### config.mk
export PLATFORM = sky130hd
export DESIGN_NAME = alu_rf_pipe_flat
export DESIGN_NICKNAME = d
export VERILOG_FILES = /design/src/rtl/alu_rf_pipe_if.sv /design/src/rtl/alu_rf_pipe.sv /design/src/flat_wrapper.sv
export SDC_FILE = /design/constraint.sdc
export NUM_CORES = 1
export LEC_CHECK = 0
export CORE_ASPECT_RATIO = 0.75
export CORE_MARGIN = 10
export CORE_UTILIZATION = 60
export DETAILED_ROUTE_END_ITERATION = 10
export DONT_BUFFER_PORTS = 1
export PLACE_DENSITY = 0.78
export SLEW_MARGIN = 20
export SYNTH_ARGS = -nofsm -noshare
export SYNTH_HDL_FRONTEND = slang
export SYNTH_SLANG_ARGS = --single-unit
### constraint.sdc
create_clock -name clk -period 6.5 [get_ports clk]
set_clock_uncertainty 0.2 [all_clocks]
set_input_delay 0.325 -clock clk [delete_from_list [all_inputs] [get_ports clk]]
set_output_delay 0.325 -clock clk [all_outputs]
set_load 0.01 [all_outputs]
### src/rtl/alu_rf_pipe_if.sv
// alu_rf_pipe_if: issue and result bus between decode and the ALU/register-file pipeline.
interface alu_rf_pipe_if #(
    parameter int WIDTH  = 16,
    parameter int ADDR_W = 4
);
    logic              in_valid_i;
    logic [3:0]        op_i;
    logic [ADDR_W-1:0] ra1_i;
    logic [ADDR_W-1:0] ra2_i;
    logic [ADDR_W-1:0] wa_i;
    logic              we_i;
    logic              use_imm_i;
    logic [WIDTH-1:0]  imm_i;
    logic              out_valid_o;
    logic [WIDTH-1:0]  result_o;
    logic [4:0]        flags_o;
    modport master (
        output in_valid_i, op_i, ra1_i, ra2_i, wa_i, we_i, use_imm_i, imm_i,
        input  out_valid_o, result_o, flags_o
    );
    modport slave (
        input  in_valid_i, op_i, ra1_i, ra2_i, wa_i, we_i, use_imm_i, imm_i,
        output out_valid_o, result_o, flags_o
    );
endinterface

### src/rtl/alu_rf_pipe.sv
// alu_rf_pipe: register file + one registered execute stage with flags {N,Z,F,L,C}.
// Define ALU_RF_BYPASS_EN to forward the E-stage result to a same-cycle dependent issue.
module alu_rf_pipe #(
    parameter int WIDTH  = 16,
    parameter int ADDR_W = 4
) (
    input logic           clk,
    input logic           reset,
    alu_rf_pipe_if.slave  bus
);
    localparam int NREGS = 2 ** ADDR_W;
    localparam int SH    = $clog2(WIDTH);
    localparam int M     = WIDTH - 1;
    localparam logic [3:0] OP_ADD = 4'd0;
    localparam logic [3:0] OP_SUB = 4'd1;
    localparam logic [3:0] OP_AND = 4'd2;
    localparam logic [3:0] OP_OR  = 4'd3;
    localparam logic [3:0] OP_XOR = 4'd4;
    localparam logic [3:0] OP_NOT = 4'd5;
    localparam logic [3:0] OP_LSH = 4'd6;
    localparam logic [3:0] OP_RSH = 4'd7;
    localparam logic [3:0] OP_ASR = 4'd8;
    localparam logic [3:0] OP_MOV = 4'd9;
    localparam logic [3:0] OP_CMP = 4'd10;

    logic [WIDTH-1:0]  rf_q [NREGS];
    logic              e_valid_q;
    logic [3:0]        e_op_q;
    logic [WIDTH-1:0]  e_a_q;
    logic [WIDTH-1:0]  e_b_q;
    logic [ADDR_W-1:0] e_wa_q;
    logic              e_we_q;
    logic              out_valid_q;
    logic [WIDTH-1:0]  result_q;
    logic [4:0]        flags_q;

    logic [WIDTH:0]    sum;
    logic [WIDTH:0]    diff;
    logic [SH-1:0]     shamt;
    logic [WIDTH-1:0]  alu_res;
    logic [4:0]        flags_d;
    logic [WIDTH-1:0]  op_a_d;
    logic [WIDTH-1:0]  op_b_d;
    logic              is_add;
    logic              arith;
    logic              e_wr;

    assign sum    = {1'b0, e_a_q} + {1'b0, e_b_q};
    assign diff   = {1'b0, e_a_q} - {1'b0, e_b_q};
    assign shamt  = e_b_q[SH-1:0];
    assign is_add = e_op_q == OP_ADD;
    assign arith  = is_add || e_op_q == OP_SUB || e_op_q == OP_CMP;
    assign e_wr   = e_valid_q && e_we_q && e_op_q <= OP_MOV;

    always_comb begin
        case (e_op_q)
            OP_ADD:          alu_res = sum[M:0];
            OP_SUB, OP_CMP:  alu_res = diff[M:0];
            OP_AND:          alu_res = e_a_q & e_b_q;
            OP_OR:           alu_res = e_a_q | e_b_q;
            OP_XOR:          alu_res = e_a_q ^ e_b_q;
            OP_NOT:          alu_res = ~e_a_q;
            OP_LSH:          alu_res = e_a_q << shamt;
            OP_RSH:          alu_res = e_a_q >> shamt;
            OP_ASR:          alu_res = WIDTH'($signed(e_a_q) >>> shamt);
            OP_MOV:          alu_res = e_b_q;
            default:         alu_res = '0;
        endcase
    end

    // C/L/F/N follow arithmetic ops only; Z tracks every defined op, reserved ops hold all.
    assign flags_d[0] = arith ? (is_add ? sum[WIDTH] : diff[WIDTH]) : flags_q[0];
    assign flags_d[1] = arith ? (!is_add && diff[WIDTH]) : flags_q[1];
    assign flags_d[2] = arith ? (is_add ? (~(e_a_q[M] ^ e_b_q[M]) & (sum[M] ^ e_a_q[M]))
                                        : ((e_a_q[M] ^ e_b_q[M]) & (diff[M] ^ e_a_q[M])))
                              : flags_q[2];
    assign flags_d[3] = e_op_q <= OP_CMP ? ~|alu_res : flags_q[3];
    assign flags_d[4] = arith ? (!is_add && $signed(e_a_q) < $signed(e_b_q)) : flags_q[4];

`ifdef ALU_RF_BYPASS_EN
    assign op_a_d = (e_wr && e_wa_q == bus.ra1_i) ? alu_res : rf_q[bus.ra1_i];
    assign op_b_d = bus.use_imm_i ? bus.imm_i
                  : (e_wr && e_wa_q == bus.ra2_i) ? alu_res : rf_q[bus.ra2_i];
`else
    assign op_a_d = rf_q[bus.ra1_i];
    assign op_b_d = bus.use_imm_i ? bus.imm_i : rf_q[bus.ra2_i];
`endif

    always_ff @(posedge clk) begin
        if (reset) begin
            for (int i = 0; i < NREGS; i++) rf_q[i] <= '0;
            e_valid_q   <= 1'b0;
            out_valid_q <= 1'b0;
            result_q    <= '0;
            flags_q     <= '0;
        end else begin
            e_valid_q   <= bus.in_valid_i;
            out_valid_q <= e_valid_q;
            if (bus.in_valid_i) begin
                e_op_q <= bus.op_i;
                e_a_q  <= op_a_d;
                e_b_q  <= op_b_d;
                e_wa_q <= bus.wa_i;
                e_we_q <= bus.we_i;
            end
            if (e_valid_q) begin
                result_q <= alu_res;
                flags_q  <= flags_d;
            end
            if (e_wr) rf_q[e_wa_q] <= alu_res;
        end
    end

    assign bus.out_valid_o = out_valid_q;
    assign bus.result_o    = result_q;
    assign bus.flags_o     = flags_q;
endmodule

### src/flat_wrapper.sv
// flat-port wrapper written by rule: the top's interface ports become plain ports
module alu_rf_pipe_flat 
#(
    parameter int WIDTH  = 16,
    parameter int ADDR_W = 4
)
  (clk, reset, bus_in_valid_i, bus_op_i, bus_ra1_i, bus_ra2_i, bus_wa_i, bus_we_i, bus_use_imm_i, bus_imm_i, bus_out_valid_o, bus_result_o, bus_flags_o);
  alu_rf_pipe_if #(.WIDTH(WIDTH), .ADDR_W(ADDR_W)) bus_i ();
  input logic clk;
  input logic reset;
  input wire logic [$bits(bus_i.in_valid_i)-1:0] bus_in_valid_i;
  input wire logic [$bits(bus_i.op_i)-1:0] bus_op_i;
  input wire logic [$bits(bus_i.ra1_i)-1:0] bus_ra1_i;
  input wire logic [$bits(bus_i.ra2_i)-1:0] bus_ra2_i;
  input wire logic [$bits(bus_i.wa_i)-1:0] bus_wa_i;
  input wire logic [$bits(bus_i.we_i)-1:0] bus_we_i;
  input wire logic [$bits(bus_i.use_imm_i)-1:0] bus_use_imm_i;
  input wire logic [$bits(bus_i.imm_i)-1:0] bus_imm_i;
  output wire logic [$bits(bus_i.out_valid_o)-1:0] bus_out_valid_o;
  output wire logic [$bits(bus_i.result_o)-1:0] bus_result_o;
  output wire logic [$bits(bus_i.flags_o)-1:0] bus_flags_o;
  assign bus_i.in_valid_i = bus_in_valid_i;
  assign bus_i.op_i = bus_op_i;
  assign bus_i.ra1_i = bus_ra1_i;
  assign bus_i.ra2_i = bus_ra2_i;
  assign bus_i.wa_i = bus_wa_i;
  assign bus_i.we_i = bus_we_i;
  assign bus_i.use_imm_i = bus_use_imm_i;
  assign bus_i.imm_i = bus_imm_i;
  assign bus_out_valid_o = bus_i.out_valid_o;
  assign bus_result_o = bus_i.result_o;
  assign bus_flags_o = bus_i.flags_o;
  alu_rf_pipe #(.WIDTH(WIDTH), .ADDR_W(ADDR_W)) u_core (.clk(clk), .reset(reset), .bus(bus_i));
endmodule
==> metrics <==
status complete, no violations; Rows 56; top cells by area, synth edfxtp_1, mux4_2, nor2_1; nets 1652; Syn Area/Cell 12.5 um2; Setup TNS 0 ns; cell area after placement 19900 um2; fin crit share 72.4%; Inserted Clock Buffers 31; initial antenna violation count 2; Chip Height 176 um; r2r worst-path depth 13; crit-path cells inv_1, ha_1, a211oi_1, o21ai_0, and3_1, o311a_1, o41ai_1, nor2_1, a211oi_1, a31oi_1, nor2_1, buf_4, nor2_1; Sink Count 320; core area 31500 um2; Slew Viols, Final 0; first-pass GRT wire length 98400 um; maximum fanout along the worst path 18; Min-Delay Path Class input pin to flip-flop; Die ar. 39900 um2; DRC Markers 0; Post-Syn Area 19300 um2; fin crit period 4.70 ns; cell with the most instances after synthesis nor2_1; Post-CTS Setup Bufs 0; P_int 3.68 mW; largest net degree at the start of global routing 65; async set-reset flop share out of synthesis 0%; layout cell share with drive strength beyond 1 21.8%; HPWL after DPL 44200 um; R2R Path End u_core.rf_q[8][15]; final instance area 21400 um2; vias in the first global route 14500; Min Hold Slack 0.0243 ns; synthesis-to-layout area growth 10.4%; Worst Setup End Kind flip-flop; #FFs+latches synth 320; WS Path Type flip-flop to flip-flop; Yosys top cell area share 46.1%; # setup viols final 0; Max Fclk 213 MHz; RSZ-0062 raised after global routing no; r2r startpoint u_core.e_b_q[1]; Buf+Inv Stages, Crit Path 2; Seq/Total Area, Yosys 48.5%; DRT antenna net count 0; P per Cell Area 240 nW/um2; Starting Density 61.4%; post-synth top area cell edfxtp_1; Post-synth top flop edfxtp_1; Startpoint Class flip-flop; post-route core utilization 67.7%; relative slew slack 29.0%; GRT Overall Usage 33.9%; via count 15000; Placed Cells 1889; gp weighted congestion 1.00; WHS Path Cells 2; I/O pins 59; # Max-Cap Violations 0; final cell count without fillers 1994; Cells after Synth 1547; Mapped Nets 1637; First DRT Iteration DRCs 2447; Chip Width 227 um; htree depth 1; Sw Pwr 1.45 mW; final WL 68200 um; power share of the clock group 34.1%; Top delay family on crit path compound AO/OA/AOI/OAI gates; Total Power 5.13 mW; GR Overflow Total 0; Hold Vio Cnt, Final 0; Post-synth top cells nor2_1, edfxtp_1, mux4_2; number of port buffers 0; HP Start bus_ra1_i[3]; slowest stage cell, crit path inv_1; TritonCTS clock tree yes; Worst-Skew Late Latency 0.60 ns; Yosys warning count 0; hold endpoint u_core.e_a_q[10]; Worst Setup SP u_core.e_b_q[1]; DR WL/cell 34.2 um; Flop pwr share 47.1%; DR vias/cell 7.52; drt first pass iters 7; Worst Tran Pin Value 1.06 ns; CP Data Arrival Time 4.83 ns; Max clock buf depth 3; Reg clk slew, reported paths 0.07 ns; number of synthesized flops with an enable pin 297; pre-CTS setup slack 1.97 ns; setup slack after layout 1.80 ns; P_leak 7.55 nW; Root Buffer clkbuf_16; Reg2Reg Setup Slack 1.80 ns; critical path required time 6.63 ns; max incr delay on CP 0.52 ns; combinational share of power 18.8%; Worst VDD drop 0.000247 V; Sw Share 28.2%; Crit path top cell by count nor2_1; synth unique cells 78
-- power groups by stage --
| stage | Sequential, mW | Clock (mW) | Combinational (mW) |
|---|---|---|---|
| floorplan | 2.42 | 0 | 0.635 |
| global placement | 2.44 | 0 | 0.867 |
| detailed placement | 2.45 | 0 | 0.878 |
| CTS | 2.41 | 1.75 | 0.928 |
| global route | 2.42 | 1.83 | 1.00 |
| finish | 2.41 | 1.75 | 0.963 |
-- logic make-up (layout without fill, tap and decap cells) --
logic type,Yosys count,count (layout),share of synthesized area (%)
AO/OA/AOI/OAI,244,244,8.97
XOR/XNOR,6,6,0.272
adder cells (fa/ha/maj),53,53,3.51
buffers and inverters,182,222,3.74
flip-flops,320,320,48.5
multiplexers,220,220,23.2
other,0,1,0
AND/OR/NAND/NOR,522,522,11.8
-- layout make-up --
class | count | area (um2)
clock buffers | 46 | 890
flip-flops and latches | 320 | 9380
repair buffers | 114 | 986
fillers | 2269 | 10200
diodes | 1 | 2.50
inverters | 50 | 188
clock inverters | 12 | 81.3
well taps | 406 | 508
multi-input cells | 1045 | 9320
-- metal layers --
| layer | vias up | wire [um] | GRT usage [%] |
|---|---|---|---|
| li1 | 5984 | - | - |
| met1 | 7475 | 25000 | 47.9 |
| met2 | 1353 | 28400 | 46.9 |
| met3 | 190 | 12400 | 14.9 |
| met4 | 0 | 2310 | 9.31 |
| met5 | - | 0 | 0 |
-- worst register-to-register path: stages (launching register included) --
cell and delay [ns]:
edfxtp_1 0.39, inv_1 0.52, ha_1 0.41, a211oi_1 0.36, o21ai_0 0.36, and3_1 0.35, o311a_1 0.36, o41ai_1 0.46
nor2_1 0.16, a211oi_1 0.29, a31oi_1 0.10, nor2_1 0.12, buf_4 0.26, nor2_1 0.11
-- cells in the final DEF (no fill, tap or decap), drive strengths merged, types with 5 or more instances in the layout --
cell and instances:
clkinv 8, edfxtp 297, nor2b 11, a211oi 28
nand3 12, xnor2 6, inv 53, a21oi 58
ha 51, dlygate4sd3 43, o21bai 5, mux2i 19
or3 5, buf 71, nor4 8, mux2 20
nand2b 31, mux4 181, clkbuf 46, nand2 55
a21o 8, a2111oi 7, nor3 22, o211ai 8
o21ai 35, o221ai 8, a31oi 8, a221o 5
o22ai 9, nor2 346, a221oi 10, o31ai 5
dfxtp 23
-- flip-flops by register name, indices dropped and copies added, names as in the netlist --
name and cells:
u_core.e_b_q 16, u_core.e_valid_q 1, u_core.e_op_q 4, u_core.e_we_q 1, u_core.bus.out_valid_o 1, u_core.rf_q 256, u_core.e_wa_q 4, u_core.e_a_q 16
u_core.bus.result_o 16, u_core.bus.flags_o 5
-- repair_timing --
action | in CTS | in global routing
resized for setup | 0 | 0
endpoints found under the hold margin | 74 | 0
hold buffers | 46 | 0
-- worst max-delay path by stage --
stage                            endpoint  cells past startpoint
floorplan             u_core.rf_q[10][11]                     14
global placement    u_core.bus.flags_o[3]                     13
detailed placement     u_core.rf_q[6][14]                     14
CTS                    u_core.rf_q[6][14]                     14
global route           u_core.rf_q[3][14]                     14
finish                 u_core.rf_q[8][15]                     13
No activity file was read; power rests on OpenSTA's default activity.
